### src/rtl/mem_arb_pkg.sv
// Shared types and constants for the data-RAM arbiter.
//   arb_state_e : lock FSM states (IDLE, LOCKED, YIELD)
//   PORT_C/D    : port indices, also the encoding of the round-robin "last granted" bit
//   cnt_w()     : burst counter width for a given MAX_BURST (0 = unlimited)
// Optional feature macro: ARB_ROUND_ROBIN_EN (used by mem_arb_lock_fsm).
package mem_arb_pkg;

  typedef enum logic [1:0] {
    IDLE   = 2'd0,
    LOCKED = 2'd1,
    YIELD  = 2'd2
  } arb_state_e;

  localparam logic PORT_C = 1'b0;
  localparam logic PORT_D = 1'b1;

  // Unlimited bursts still need a counter; it simply saturates at all-ones.
  function automatic int cnt_w(input int max_burst);
    if (max_burst == 0) return 8;
    return (max_burst < 2) ? 1 : $clog2(max_burst + 1);
  endfunction

endpackage

### src/rtl/mem_arb_lock_fsm.sv
// Lock/priority FSM of the arbiter: owns state, burst counter and (optionally)
// the round-robin bit, and turns the registered priority into per-cycle grants.
// Ports:
//   clock, reset      : clock, synchronous active-low reset
//   c_req, d_req      : port requests
//   d_lock            : DMA burst lock request
//   c_gnt, d_gnt      : combinational grants, at most one high, 0 during reset
// Macro ARB_ROUND_ROBIN_EN: IDLE alternates between ports on conflict instead
// of fixed C priority.
module mem_arb_lock_fsm
  import mem_arb_pkg::*;
#(
  parameter int MAX_BURST = 8
) (
  input  logic clock,
  input  logic reset,
  input  logic c_req,
  input  logic d_req,
  input  logic d_lock,
  output logic c_gnt,
  output logic d_gnt
);

  localparam int CW = cnt_w(MAX_BURST);
  localparam logic [CW-1:0] CNT_MAX = (MAX_BURST == 0) ? {CW{1'b1}} : CW'(MAX_BURST);

  arb_state_e    state, state_n;
  logic [CW-1:0] burst_cnt, cnt_n;
  logic          prio_d, prio_n;   // 1: D wins a conflict this cycle
`ifdef ARB_ROUND_ROBIN_EN
  logic          rr_last, rr_n;
`endif

  // Priority is registered (Moore); only the req qualification is combinational.
  assign c_gnt = reset & c_req & ~(d_req & prio_d);
  assign d_gnt = reset & d_req & ~(c_req & ~prio_d);

  always_comb begin
    state_n = state;
    cnt_n   = burst_cnt;
`ifdef ARB_ROUND_ROBIN_EN
    rr_n = rr_last;
    if (c_gnt)      rr_n = PORT_C;
    else if (d_gnt) rr_n = PORT_D;
`endif
    unique case (state)
      IDLE: begin
        if (d_gnt && d_lock) begin
          state_n = LOCKED;
          cnt_n   = CW'(1);
        end
      end
      LOCKED: begin
        if (!d_lock || !d_req) begin
          state_n = IDLE;
          cnt_n   = '0;
        end else if (d_gnt && burst_cnt != CNT_MAX) begin
          cnt_n = burst_cnt + 1'b1;
        end
      end
      YIELD: begin
        state_n = d_lock ? LOCKED : IDLE;
        cnt_n   = '0;
      end
      default: begin
        state_n = IDLE;
        cnt_n   = '0;
      end
    endcase
    // Burst budget used up while C waits: hand C exactly one slot. The check
    // uses the post-grant count so C gets the slot right after grant MAX_BURST.
    if (MAX_BURST != 0 && state_n == LOCKED && state != YIELD &&
        cnt_n == CNT_MAX && c_req) begin
      state_n = YIELD;
      cnt_n   = '0;
    end
    unique case (state_n)
      LOCKED:  prio_n = 1'b1;
      YIELD:   prio_n = 1'b0;
`ifdef ARB_ROUND_ROBIN_EN
      default: prio_n = (rr_n == PORT_C);
`else
      default: prio_n = 1'b0;
`endif
    endcase
  end

  always_ff @(posedge clock) begin
    if (!reset) begin
      state     <= IDLE;
      burst_cnt <= '0;
`ifdef ARB_ROUND_ROBIN_EN
      rr_last   <= PORT_C;
      prio_d    <= 1'b1;     // rr_last=C, so D wins the first conflict
`else
      prio_d    <= 1'b0;
`endif
    end else begin
      state     <= state_n;
      burst_cnt <= cnt_n;
      prio_d    <= prio_n;
`ifdef ARB_ROUND_ROBIN_EN
      rr_last   <= rr_n;
`endif
    end
  end

endmodule

### src/rtl/mem_arbiter.sv
// Arbiter sharing the single-port data RAM between CPU (port C) and DMA (port D).
// Per-cycle req/gnt, 1-cycle read return routed to the port that issued the read,
// locked DMA bursts with bounded CPU starvation (MAX_BURST, 0 = unlimited).
// Ports:
//   clock, reset                      : clock, synchronous active-low reset
//   c_req/c_we/c_addr/c_wdata         : CPU request, held stable until c_gnt
//   c_gnt, c_rvalid, c_rdata          : CPU grant (comb), read return
//   d_req/d_we/d_addr/d_wdata/d_lock  : DMA request and burst lock
//   d_gnt, d_rvalid, d_rdata          : DMA grant (comb), read return
//   ram_write_en/ram_address/ram_data_i : to RAM; ram_data_o from RAM (1-cycle)
// Macro ARB_ROUND_ROBIN_EN: round-robin instead of fixed C priority in IDLE.
module mem_arbiter
  import mem_arb_pkg::*;
#(
  parameter int AW        = 32,
  parameter int DW        = 32,
  parameter int MAX_BURST = 8
) (
  input  logic          clock,
  input  logic          reset,
  input  logic          c_req,
  input  logic          c_we,
  input  logic [AW-1:0] c_addr,
  input  logic [DW-1:0] c_wdata,
  output logic          c_gnt,
  output logic          c_rvalid,
  output logic [DW-1:0] c_rdata,
  input  logic          d_req,
  input  logic          d_we,
  input  logic [AW-1:0] d_addr,
  input  logic [DW-1:0] d_wdata,
  input  logic          d_lock,
  output logic          d_gnt,
  output logic          d_rvalid,
  output logic [DW-1:0] d_rdata,
  output logic          ram_write_en,
  output logic [AW-1:0] ram_address,
  output logic [DW-1:0] ram_data_i,
  input  logic [DW-1:0] ram_data_o
);

  logic [1:0] rv_q;   // read-return valid, indexed by PORT_C/PORT_D

  mem_arb_lock_fsm #(.MAX_BURST(MAX_BURST)) u_lock (
    .clock  (clock),
    .reset  (reset),
    .c_req  (c_req),
    .d_req  (d_req),
    .d_lock (d_lock),
    .c_gnt  (c_gnt),
    .d_gnt  (d_gnt)
  );

  always_comb begin
    ram_write_en = 1'b0;
    ram_address  = '0;
    ram_data_i   = '0;
    if (c_gnt) begin
      ram_write_en = c_we;
      ram_address  = c_addr;
      ram_data_i   = c_wdata;
    end else if (d_gnt) begin
      ram_write_en = d_we;
      ram_address  = d_addr;
      ram_data_i   = d_wdata;
    end
  end

  always_ff @(posedge clock) begin
    if (!reset) begin
      rv_q <= '0;
    end else begin
      rv_q[PORT_C] <= c_gnt & ~c_we;
      rv_q[PORT_D] <= d_gnt & ~d_we;
    end
  end

  // A read granted just before reset would otherwise surface during the reset
  // cycle; qualifying with reset drops it.
  assign c_rvalid = rv_q[PORT_C] & reset;
  assign d_rvalid = rv_q[PORT_D] & reset;
  assign c_rdata  = ram_data_o;
  assign d_rdata  = ram_data_o;

endmodule

### config.mk
export PLATFORM = sky130hd
export DESIGN_NAME = mem_arbiter
export DESIGN_NICKNAME = d
export VERILOG_FILES = /design/src/rtl/mem_arb_pkg.sv /design/src/rtl/mem_arb_lock_fsm.sv /design/src/rtl/mem_arbiter.sv
export SDC_FILE = /design/constraint.sdc
export NUM_CORES = 1
export LEC_CHECK = 0
export ABC_CLOCK_PERIOD_IN_PS = 2900
export CAP_MARGIN = 20
export CELL_PAD_IN_SITES_DETAIL_PLACEMENT = 0
export CELL_PAD_IN_SITES_GLOBAL_PLACEMENT = 2
export CORE_AREA = 2 2 139 141
export DETAILED_ROUTE_END_ITERATION = 8
export DIE_AREA = 0 0 141 143
export PLACE_DENSITY = 0.95
export REMOVE_ABC_BUFFERS = 1
export SYNTH_ARGS = -nofsm -noshare
export SYNTH_HDL_FRONTEND = slang
export SYNTH_HIERARCHICAL = 1
export SYNTH_SLANG_ARGS = --single-unit
### constraint.sdc
create_clock -name clock -period 2.9 [get_ports clock]
set_clock_uncertainty 0.2 [all_clocks]
set_input_delay 0.58 -clock clock [delete_from_list [all_inputs] [get_ports clock]]
set_output_delay 0.58 -clock clock [all_outputs]
set_load 0.01 [all_outputs]
==> results of run 1 <==
-- cell type report --
class                      instances  area (um^2)  area share [%]
timing repair buffer             227         2250            59.0
multi-input combinational        120          992            26.1
tap                              234          293            7.69
sequential                         9          180            4.73
clock buffer                       4         78.8            2.07
inverter                           5         18.8           0.493
-- worst max-delay path: stages --
cell and delay [ns]:
dlygate4sd2_1 0.25, buf_6 0.12, a21oi_4 0.15, buf_12 0.12, nor2b_4 0.03, buf_12 0.13
buf_12 0.13, buf_16 0.14, a22o_1 0.18, clkdlybuf4s15_2 0.22
-- cell usage after synthesis, drive strengths merged --
master   n  area (um^2)
nor2     3         11.3
a31oi    2         12.5
ha       2         25.0
or2      1         6.26
a21o     1         7.51
inv      5         18.8
o31a     1         8.76
o211ai   1         7.51
o311a    1         10.0
o32a     1         11.3
and4     2         18.8
and2     6         38.8
a21oi    4         20.0
and2b    1         7.51
clkbuf   4         15.0
a311oi   2         17.5
o21ai    3         15.0
nand2b   1         6.26
and3b    3         30.0
o21a     1         7.51
nand3    1         5.00
a22oi    1         7.51
dfxtp    9          180
nor2b    1         13.8
or4      1         7.51
o311ai   1         8.76
nand4b   1         8.76
nor3     2         21.3
nor3b    1         7.51
and4b    1         10.0
buf     75          653
nand2    9         33.8
a22o    64          561
a221o    1         10.0
-- per-stage QoR --
stage                     utilization [%]  TNS (ns)  hold slack (ns)  setup WS (ns)
after CTS                            20.8         0            0.459       0.000795
after global routing                 20.5         0            0.519       0.000413
after floorplan                         -   -152.74            0.379          -2.37
final                                20.5         0            0.463         0.0511
after detailed placement             19.4    -28.49            0.451         -0.568
after global placement               19.4    -29.23            0.428         -0.590
-- where the power goes --
group	switching (uW)	internal, uW
registers	1.56	126
clock network	59.9	184
logic	164	300
total	225	610
-- per-layer routing --
layer	global-route usage (%)	share of wire [%]	vias up
li1	-	-	1044
met1	13.7	40	1069
met2	17.3	41	218
met3	9.56	18	7
met4	2.68	1.0	2
met5	4.76	0.52	-
-- logic make-up (layout without fill, tap and decap cells) --
logic type      count (synthesis)  after routing  synth area share [%]
compound gates                 84             84                  38.6
buf+inv                        84            236                  37.7
simple gates                   34             34                  12.4
flops                           9              9                  9.88
fa+ha+maj                       2              2                  1.37
-- final timing paths --
path,to,start
setup / recovery,ram_address[5],d_req
hold / removal,u_lock/burst_cnt[2],u_lock/burst_cnt[2]
setup reg to reg,u_lock/state[0],u_lock/burst_cnt[0]
hold reg to reg,u_lock/burst_cnt[2],u_lock/burst_cnt[2]
-- flip-flops by register name, indices dropped and copies added, names as in the netlist --
signal,flops
u_lock/burst_cnt,4
u_lock/state,2
u_lock/prio_d,1
rv_q,2
-- repair_timing --
item / CTS / global route
pin swaps: 2 / 0
gates resized for setup: 170 / 31
setup buffers: 8 / 0
setup endpoints to repair: 66 / 50
cloned: 4 / 1
==> metrics.csv, run 1 <==
metric;value;unit
H-tree depth;1;
Ys Warns;6;
core area;0.0186;mm^2
P_leak;0.00159;uW
VDD IR max;0.0000891;V
Hold Path Cell Cnt;3;
drt via density;3.91;
first-pass GRT wire length;17200;um
Tcrit/Tclk final;98.2;%
Fin. Hold Viols;0;
Die Wd;141;um
arrival time at the worst endpoint;2.07;ns
R2R setup slack;0.60;ns
Avg Cell Area, Syn;8.56;um^2
drt total wl;12900;um
post-route insts no fill;599;
DRT Pass-1 Iters;4;
Initial Utilization;9.81;%
CP required;2.12;ns
Hold Crit Class;reg2reg;
fmax;351;MHz
WS Path Type;in2out;
number of synthesized register bits;9;
fin area;0.00381;mm^2
Top Ports;300;
PwrDens;219;mW/mm^2
Hold-fix buffers, CTS;0;
ant diodes;0;
area of the mapped netlist;0.00182;mm^2
DRC;0;
clock slew at reported path FFs;0.04;ns
largest net degree at the start of global routing;25;
Slew Limit Fails;0;
share of cells above drive strength 1;23.8;%
max-cap violations;0;
nets;535;
most common cell after layout, fill and taps aside;clkdlybuf4s50_1;
worst skew pair latency;0.24;ns
slew margin rel.;71.1;%
Die H;143;um
Post-DRT Antenna Nets;0;
hpwl dp;10400;um
R2R depth;7;
commonest non-fill, non-tap cells in the layout;134 x clkdlybuf4s50_1, 62 x a22o_1, 20 x buf_2, 15 x dlygate4sd2_1;
Longest Clk Path Bufs;2;
CP Launch Type;primary input;
RSZ-0062 raised after global routing;no;
initial antenna violation count;0;
Wirelength per Cell;21.5;um
GRT Util Overall;12.1;%
vias in the first global route;2517;
status;finished clean;
Via Count;2340;
Post-Synthesis Cells;213;
Setup crit end kind;output port;
gr ovfl total;0;
Initial DRC Count;78;
Tot Pwr;835;uW
Root Buffer Master;clkbuf_16;
final number of setup-violating endpoints;0;
CTS tree;yes;
Num Clock Sinks;9;
CTS buffer count;3;
input/output buffers;203;
Final Wtd Congestion;0.817;
sequential area share after synthesis;9.88;%
area grow syn2layout;109;%
Least-Margin Pin Slew;0.432;ns
fin crit period;2.85;ns
crit path max fanout;10;
placed insts;582;
FILL cells;2054;
Die ar.;0.0202;mm^2
row count;50;
Netlist cell types;42;
DP Area;0.00361;mm^2
Note: power is estimated with default switching activity, not from simulation.
==> run 2: changes to the inputs <==
--- a/config.mk
+++ b/config.mk
@@ -6,10 +6,11 @@
 export NUM_CORES = 1
 export LEC_CHECK = 0
 export ABC_CLOCK_PERIOD_IN_PS = 2900
-export CAP_MARGIN = 20
+export CAP_MARGIN = 40
 export CELL_PAD_IN_SITES_DETAIL_PLACEMENT = 0
 export CELL_PAD_IN_SITES_GLOBAL_PLACEMENT = 2
 export CORE_AREA = 2 2 139 141
+export CTS_BUF_LIST = sky130_fd_sc_hd__clkbuf_16
 export DETAILED_ROUTE_END_ITERATION = 8
 export DIE_AREA = 0 0 141 143
 export PLACE_DENSITY = 0.95
==> metrics.csv, run 2 (synthesis results as in run 1) <==
metric;value;unit;change
Via Count;2340;;unchanged
crit path from;d_req;;unchanged
Worst Hold Path EP;u_lock/burst_cnt[2];;unchanged
Tcrit/Tclk final;98.2;%;unchanged
area grow syn2layout;109;%;unchanged
Slew Limit Fails;0;;unchanged
GRT Util Overall;12.1;%;unchanged
P_leak;0.00159;uW;about the same
worst skew pair latency;0.24;ns;about the same
row count;50;;unchanged
fin area;0.00381;mm^2;unchanged
Metal-1 WL;5170;um;about the same
vias in the first global route;2517;;unchanged
slew margin rel.;71.1;%;unchanged
Hold Path Cell Cnt;3;;unchanged
DRC;0;;unchanged
CTS tree;yes;;unchanged
Initial DRC Count;78;;unchanged
fmax;351;MHz;unchanged
placed insts;582;;unchanged
setup TNS;0;ns;unchanged
gr ovfl total;0;;unchanged
Die ar.;0.0202;mm^2;unchanged
DR WL met3;2260;um;unchanged
ant diodes;0;;unchanged
Num Clock Sinks;9;;unchanged
PwrDens;218;mW/mm^2;was 219 mW/mm^2
R2R Path End;u_lock/state[0];;unchanged
share of cells above drive strength 1;23.8;%;unchanged
arrival time at the worst endpoint;2.07;ns;about the same
nets;535;;unchanged
Largest register FFs;4;;unchanged
status;finished clean;;unchanged
initial antenna violation count;0;;unchanged
first-pass GRT wire length;17200;um;unchanged
drt via density;3.91;;unchanged
hpwl dp;10400;um;unchanged
Hold-fix buffers, CTS;0;;unchanged
CP required;2.12;ns;about the same
max layer used;met5;;unchanged
H-tree depth;1;;unchanged
most common cell after layout, fill and taps aside;clkdlybuf4s50_1;;unchanged
Root Buffer Master;clkbuf_16;;unchanged
input/output buffers;203;;unchanged
VDD IR max;0.0000895;V;was 0.0000891 V
final number of setup-violating endpoints;0;;unchanged
CTS buffer count;3;;unchanged
worst reg2reg path startpoint;u_lock/burst_cnt[0];;unchanged
Initial Utilization;9.81;%;unchanged
WS Path Type;in2out;;unchanged
crit path max fanout;10;;unchanged
RSZ-0062 raised after global routing;no;;unchanged
fin crit period;2.85;ns;unchanged
Top Ports;300;;unchanged
R2R depth;7;;unchanged
Longest Clk Path Bufs;2;;unchanged
DRT Pass-1 Iters;4;;unchanged
drt total wl;12900;um;unchanged
Reg with most FFs;u_lock/burst_cnt;;unchanged
largest net degree at the start of global routing;25;;unchanged
DR WL met2;5230;um;unchanged
Final Wtd Congestion;0.817;;unchanged
commonest non-fill, non-tap cells in the layout;134 x clkdlybuf4s50_1, 62 x a22o_1, 20 x buf_2, 15 x dlygate4sd2_1;;unchanged
Die Wd;141;um;unchanged
CP Launch Type;primary input;;unchanged
post-route insts no fill;599;;unchanged
Least-Margin Pin Slew;0.432;ns;unchanged
Fin. Hold Viols;0;;unchanged
Die H;143;um;unchanged
Setup crit end kind;output port;;unchanged
Regs by FF count;u_lock/burst_cnt: 4 flops, rv_q: 2 flops, u_lock/state: 2 flops;;unchanged
hold_sp;u_lock/burst_cnt[2];;unchanged
DP Area;0.00361;mm^2;unchanged
clock slew at reported path FFs;0.04;ns;about the same
R2R setup slack;0.60;ns;about the same
max-cap violations;0;;unchanged
Post-DRT Antenna Nets;0;;unchanged
core area;0.0186;mm^2;unchanged
Hold Crit Class;reg2reg;;unchanged
Wirelength per Cell;21.5;um;unchanged
## run 2: changes by cell type in the layout (fill, tap and decap cells not counted), sizes merged
cell,previous run,this run
clkbuf,17,16
inv,5,6
## run 2: routing by layer
layer	up-vias	GRT usage, %
met3	7	9.56
met5	-	4.76
li1	1044	-
met2	218	17.3
met1	1069	13.7
met4	2	2.68
## run 2: timing repair
action / in CTS / in global routing
cloned: 4 / 1
endpoints found under the setup margin: 66 / 50
gates resized for setup: 170 / 31
pin swaps: 2 / 0
buffers inserted: 8 / 0
## run 2: power by group
part / leakage, uW / total (uW) / switching (uW) / internal (uW)
registers: 0.0000728 / 128 / 1.56 / 126
clock network: 0.0000423 / 240 / 60.2 / 180
logic: 0.00147 / 464 / 164 / 300
## run 2: worst max-delay path, stage by stage
cell	delay, ns
dlygate4sd2_1	0.25
buf_6	0.12
a21oi_4	0.15
buf_12	0.12
nor2b_4	0.03
buf_12	0.13
buf_12	0.13
buf_16	0.14
a22o_1	0.18
clkdlybuf4s15_2	0.22
## run 2: per-stage QoR
stage / setup WS, ns / utilization (%) / total power, uW / hold slack (ns)
4_1_cts: 0.000795 / 20.8 / 844 / 0.459
3_5_place_dp: -0.568 / 19.4 / 592 / 0.451
5_1_grt: 0.000413 / 20.5 / 875 / 0.520
6_report: 0.0511 / 20.5 / 832 / 0.463
3_3_place_gp: -0.590 / 19.4 / 590 / 0.428
2_1_floorplan: -2.37 / - / 248 / 0.379
## run 2: area by class of cell
class                           count  area (um^2)
Clock buffer                        3         75.1
Clock inverter                      1         3.75
Fill cell                        2054        14800
Inverter                            5         18.8
Multi-Input combinational cell    120          992
Sequential cell                     9          180
Tap cell                          234          293
Timing Repair Buffer              227         2250
## run 2: how the worst max path moves through the flow
stage	to	slack [ns]
2_1_floorplan	ram_write_en	-2.37
3_3_place_gp	ram_data_i[12]	-0.59
3_5_place_dp	ram_data_i[12]	-0.57
4_1_cts	ram_data_i[9]	0.0008
5_1_grt	ram_address[4]	0.0004
6_report	ram_address[5]	0.05
==> run 3: changes to the inputs <==
--- a/config.mk
+++ b/config.mk
@@ -5,7 +5,7 @@
 export SDC_FILE = /design/constraint.sdc
 export NUM_CORES = 1
 export LEC_CHECK = 0
-export ABC_CLOCK_PERIOD_IN_PS = 2900
+export ABC_CLOCK_PERIOD_IN_PS = 2600
 export CAP_MARGIN = 40
 export CELL_PAD_IN_SITES_DETAIL_PLACEMENT = 0
 export CELL_PAD_IN_SITES_GLOBAL_PLACEMENT = 2
@@ -15,6 +15,7 @@
 export DIE_AREA = 0 0 141 143
 export PLACE_DENSITY = 0.95
 export REMOVE_ABC_BUFFERS = 1
+export SETUP_SLACK_MARGIN = 0.05
 export SYNTH_ARGS = -nofsm -noshare
 export SYNTH_HDL_FRONTEND = slang
 export SYNTH_HIERARCHICAL = 1
==> constraint.sdc (replaced) <==
create_clock -name clock -period 2.6 [get_ports clock]
set_clock_uncertainty 0.2 [all_clocks]
set_input_delay 0.52 -clock clock [delete_from_list [all_inputs] [get_ports clock]]
set_output_delay 0.52 -clock clock [all_outputs]
set_load 0.01 [all_outputs]
==> metrics.csv, run 3 (synthesis results as in run 1) <==
metric;value;unit;change
Hold Path Cell Cnt;3;;unchanged
CP Launch Type;primary input;;unchanged
max-cap violations;0;;unchanged
Hold-fix buffers, CTS;0;;unchanged
Regs by FF count;u_lock/burst_cnt: 4 flops, rv_q: 2 flops, u_lock/state: 2 flops;;unchanged
share of cells above drive strength 1;26.6;%;was 23.8%
Multi-input gate area;0.00101;mm^2;was 992 um^2
Die Wd;141;um;unchanged
WS Path Type;in2out;;unchanged
worst skew pair latency;0.24;ns;about the same
critical path's slowest cell;clkdlybuf4s15_2;;was dlygate4sd2_1
PwrDens;244;mW/mm^2;was 218 mW/mm^2
largest net degree at the start of global routing;25;;unchanged
worst reg2reg path startpoint;u_lock/burst_cnt[0];;unchanged
H-tree depth;1;;unchanged
Post-DRT Antenna Nets;0;;unchanged
Longest Clk Path Bufs;2;;unchanged
drt via density;3.99;;was 3.91
slew margin rel.;80.5;%;was 71.1%
clock slew at reported path FFs;0.04;ns;about the same
R2R setup slack;0.33;ns;was 0.60 ns
Tcrit/Tclk final;94.9;%;
row count;50;;unchanged
area grow syn2layout;109;%;about the same
vias in the first global route;2497;;was 2,517
most common cell after layout, fill and taps aside;clkdlybuf4s50_1;;unchanged
RSZ-0062 raised after global routing;yes;;was no
Via Count;2390;;was 2,340
P_leak;0.00159;uW;about the same
Reg area;180;um^2;unchanged
Reg with most FFs;u_lock/burst_cnt;;unchanged
DRC;0;;unchanged
hpwl dp;10400;um;about the same
Tot Pwr;934;uW;was 832 uW
drt total wl;13000;um;was 12,900 um
Largest register FFs;4;;unchanged
fin crit period;2.47;ns;
initial antenna violation count;0;;unchanged
crit path max fanout;22;;was 10
CP max stage delay;0.23;ns;was 0.25 ns
hold_sp;u_lock/burst_cnt[3];;was u_lock/burst_cnt[2]
GRT Util Overall;12.1;%;about the same
Initial DRC Count;95;;was 78
CP required;1.88;ns;was 2.12 ns
FILL cells;2070;;was 2,054
Final Wtd Congestion;0.807;;was 0.817
gr ovfl total;0;;unchanged
first-pass GRT wire length;17300;um;was 17,200 um
Die H;143;um;unchanged
CTS tree;yes;;unchanged
fmax;405;MHz;
ant diodes;0;;unchanged
Hold WS;0.453;ns;was 0.463 ns
pre-CTS setup slack;-0.742;ns;was -0.568 ns
final number of setup-violating endpoints;0;;unchanged
Root Buffer Master;clkbuf_16;;unchanged
commonest non-fill, non-tap cells in the layout;134 x clkdlybuf4s50_1, 63 x a22o_1, 36 x buf_2, 14 x buf_6;;was 134 x clkdlybuf4s50_1, 62 x a22o_1, 20 x buf_2, 15 x dlygate4sd2_1
status;finished clean;;unchanged
nets;535;;unchanged
placed insts;584;;was 582
CTS buffer count;3;;unchanged
setup TNS;0;ns;unchanged
R2R Path End;u_lock/state[1];;was u_lock/state[0]
Setup crit end kind;output port;;unchanged
arrival time at the worst endpoint;1.75;ns;was 2.07 ns
Slew Limit Fails;0;;unchanged
CP most frequent cell;buf_6;;was buf_12
R2R depth;7;;unchanged
Die ar.;0.0202;mm^2;unchanged
Fin. Hold Viols;0;;unchanged
VDD IR max;0.000112;V;was 0.0000895 V
critical path cell sequence;buf_6, buf_6, a21oi_4, buf_12, buf_6, a22o_1, clkdlybuf4s15_2;;was dlygate4sd2_1, buf_6, a21oi_4, buf_12, nor2b_4, buf_12, buf_12, buf_16, a22o_1, clkdlybuf4s15_2
DRT Pass-1 Iters;4;;unchanged
Wirelength per Cell;21.8;um;was 21.5 um
post-route insts no fill;599;;unchanged
Top Ports;300;;unchanged
Worst Hold Path EP;u_lock/burst_cnt[3];;was u_lock/burst_cnt[2]
Least-Margin Pin Slew;0.292;ns;was 0.432 ns
core area;0.0186;mm^2;unchanged
input/output buffers;203;;unchanged
Hold Crit Class;reg2reg;;unchanged
Num Clock Sinks;9;;unchanged
Initial Utilization;9.81;%;unchanged
PnR worst setup slack;0.133;ns;was 0.0511 ns
==> run 3: cell count changes in the layout (fill, tap and decap cells not counted), moves of 2 or more <==
cell and delta:
dlygate4sd2_1 -13, nand2_4 +2, clkbuf_2 -12, clkdlybuf4s15_1 +5, buf_6 +10, buf_2 +16, nand2_2 -2, buf_12 -2
clkdlybuf4s15_2 -6
==> run 3: what timing repair did <==
action                     CTS  global route
cloned                       5             1
setup buffers                7             1
resized for setup          262             8
pin swaps                    5             5
setup endpoints to repair   68            50
==> run 3: area by class of cell <==
cell class,count,share of cell area (%)
clock buffer,3,1.97
clock inverter,1,0.0983
inverter,5,0.491
multi-input combinational,120,26.3
sequential,9,4.72
tap,234,7.67
timing repair buffer,227,58.7
==> run 3: where the power goes <==
part	internal, uW	switching [uW]	leakage (uW)
combinational	338	186	0.00147
sequential	141	1.81	0.0000728
clock	201	66.4	0.0000423
total	679	254	0.00159
==> run 3: worst max path at each step <==
stage               slack, ns  start        endpoint  cells after the start
finish                   0.13  d_req   ram_data_i[6]                      7
floorplan               -2.55  c_req    ram_write_en                      4
global route             0.04  c_req   ram_data_i[6]                      8
CTS                      0.05  d_req   ram_data_i[3]                     10
global placement        -0.78  reset  ram_data_i[12]                      7
detailed placement      -0.74  reset  ram_data_i[12]                      7
==> run 3: routing by layer <==
| metal | vias to the layer above | track usage, % | wire length (um) |
|---|---|---|---|
| met5 | - | 4.76 | 160 |
| met4 | 4 | 1.89 | 91 |
| met3 | 11 | 9.79 | 2410 |
| met2 | 224 | 17.0 | 5290 |
| met1 | 1103 | 14.0 | 5100 |
| li1 | 1048 | - | - |
==> run 3: metrics by stage <==
| step | area [um^2] | utilization, % |
|---|---|---|
| 2_1_floorplan | 1150 | - |
| 3_3_place_gp | 3620 | 19.5 |
| 3_5_place_dp | 3620 | 19.5 |
| 4_1_cts | 3790 | 20.4 |
| 5_1_grt | 3820 | 20.6 |
| 6_report | 3820 | 20.6 |
==> run 3: critical path, delay by kind of cell <==
kind	cells	cell delay [ns]
AOI/OAI and AO/OA	2	0.41
buffers and inverters	5	0.79
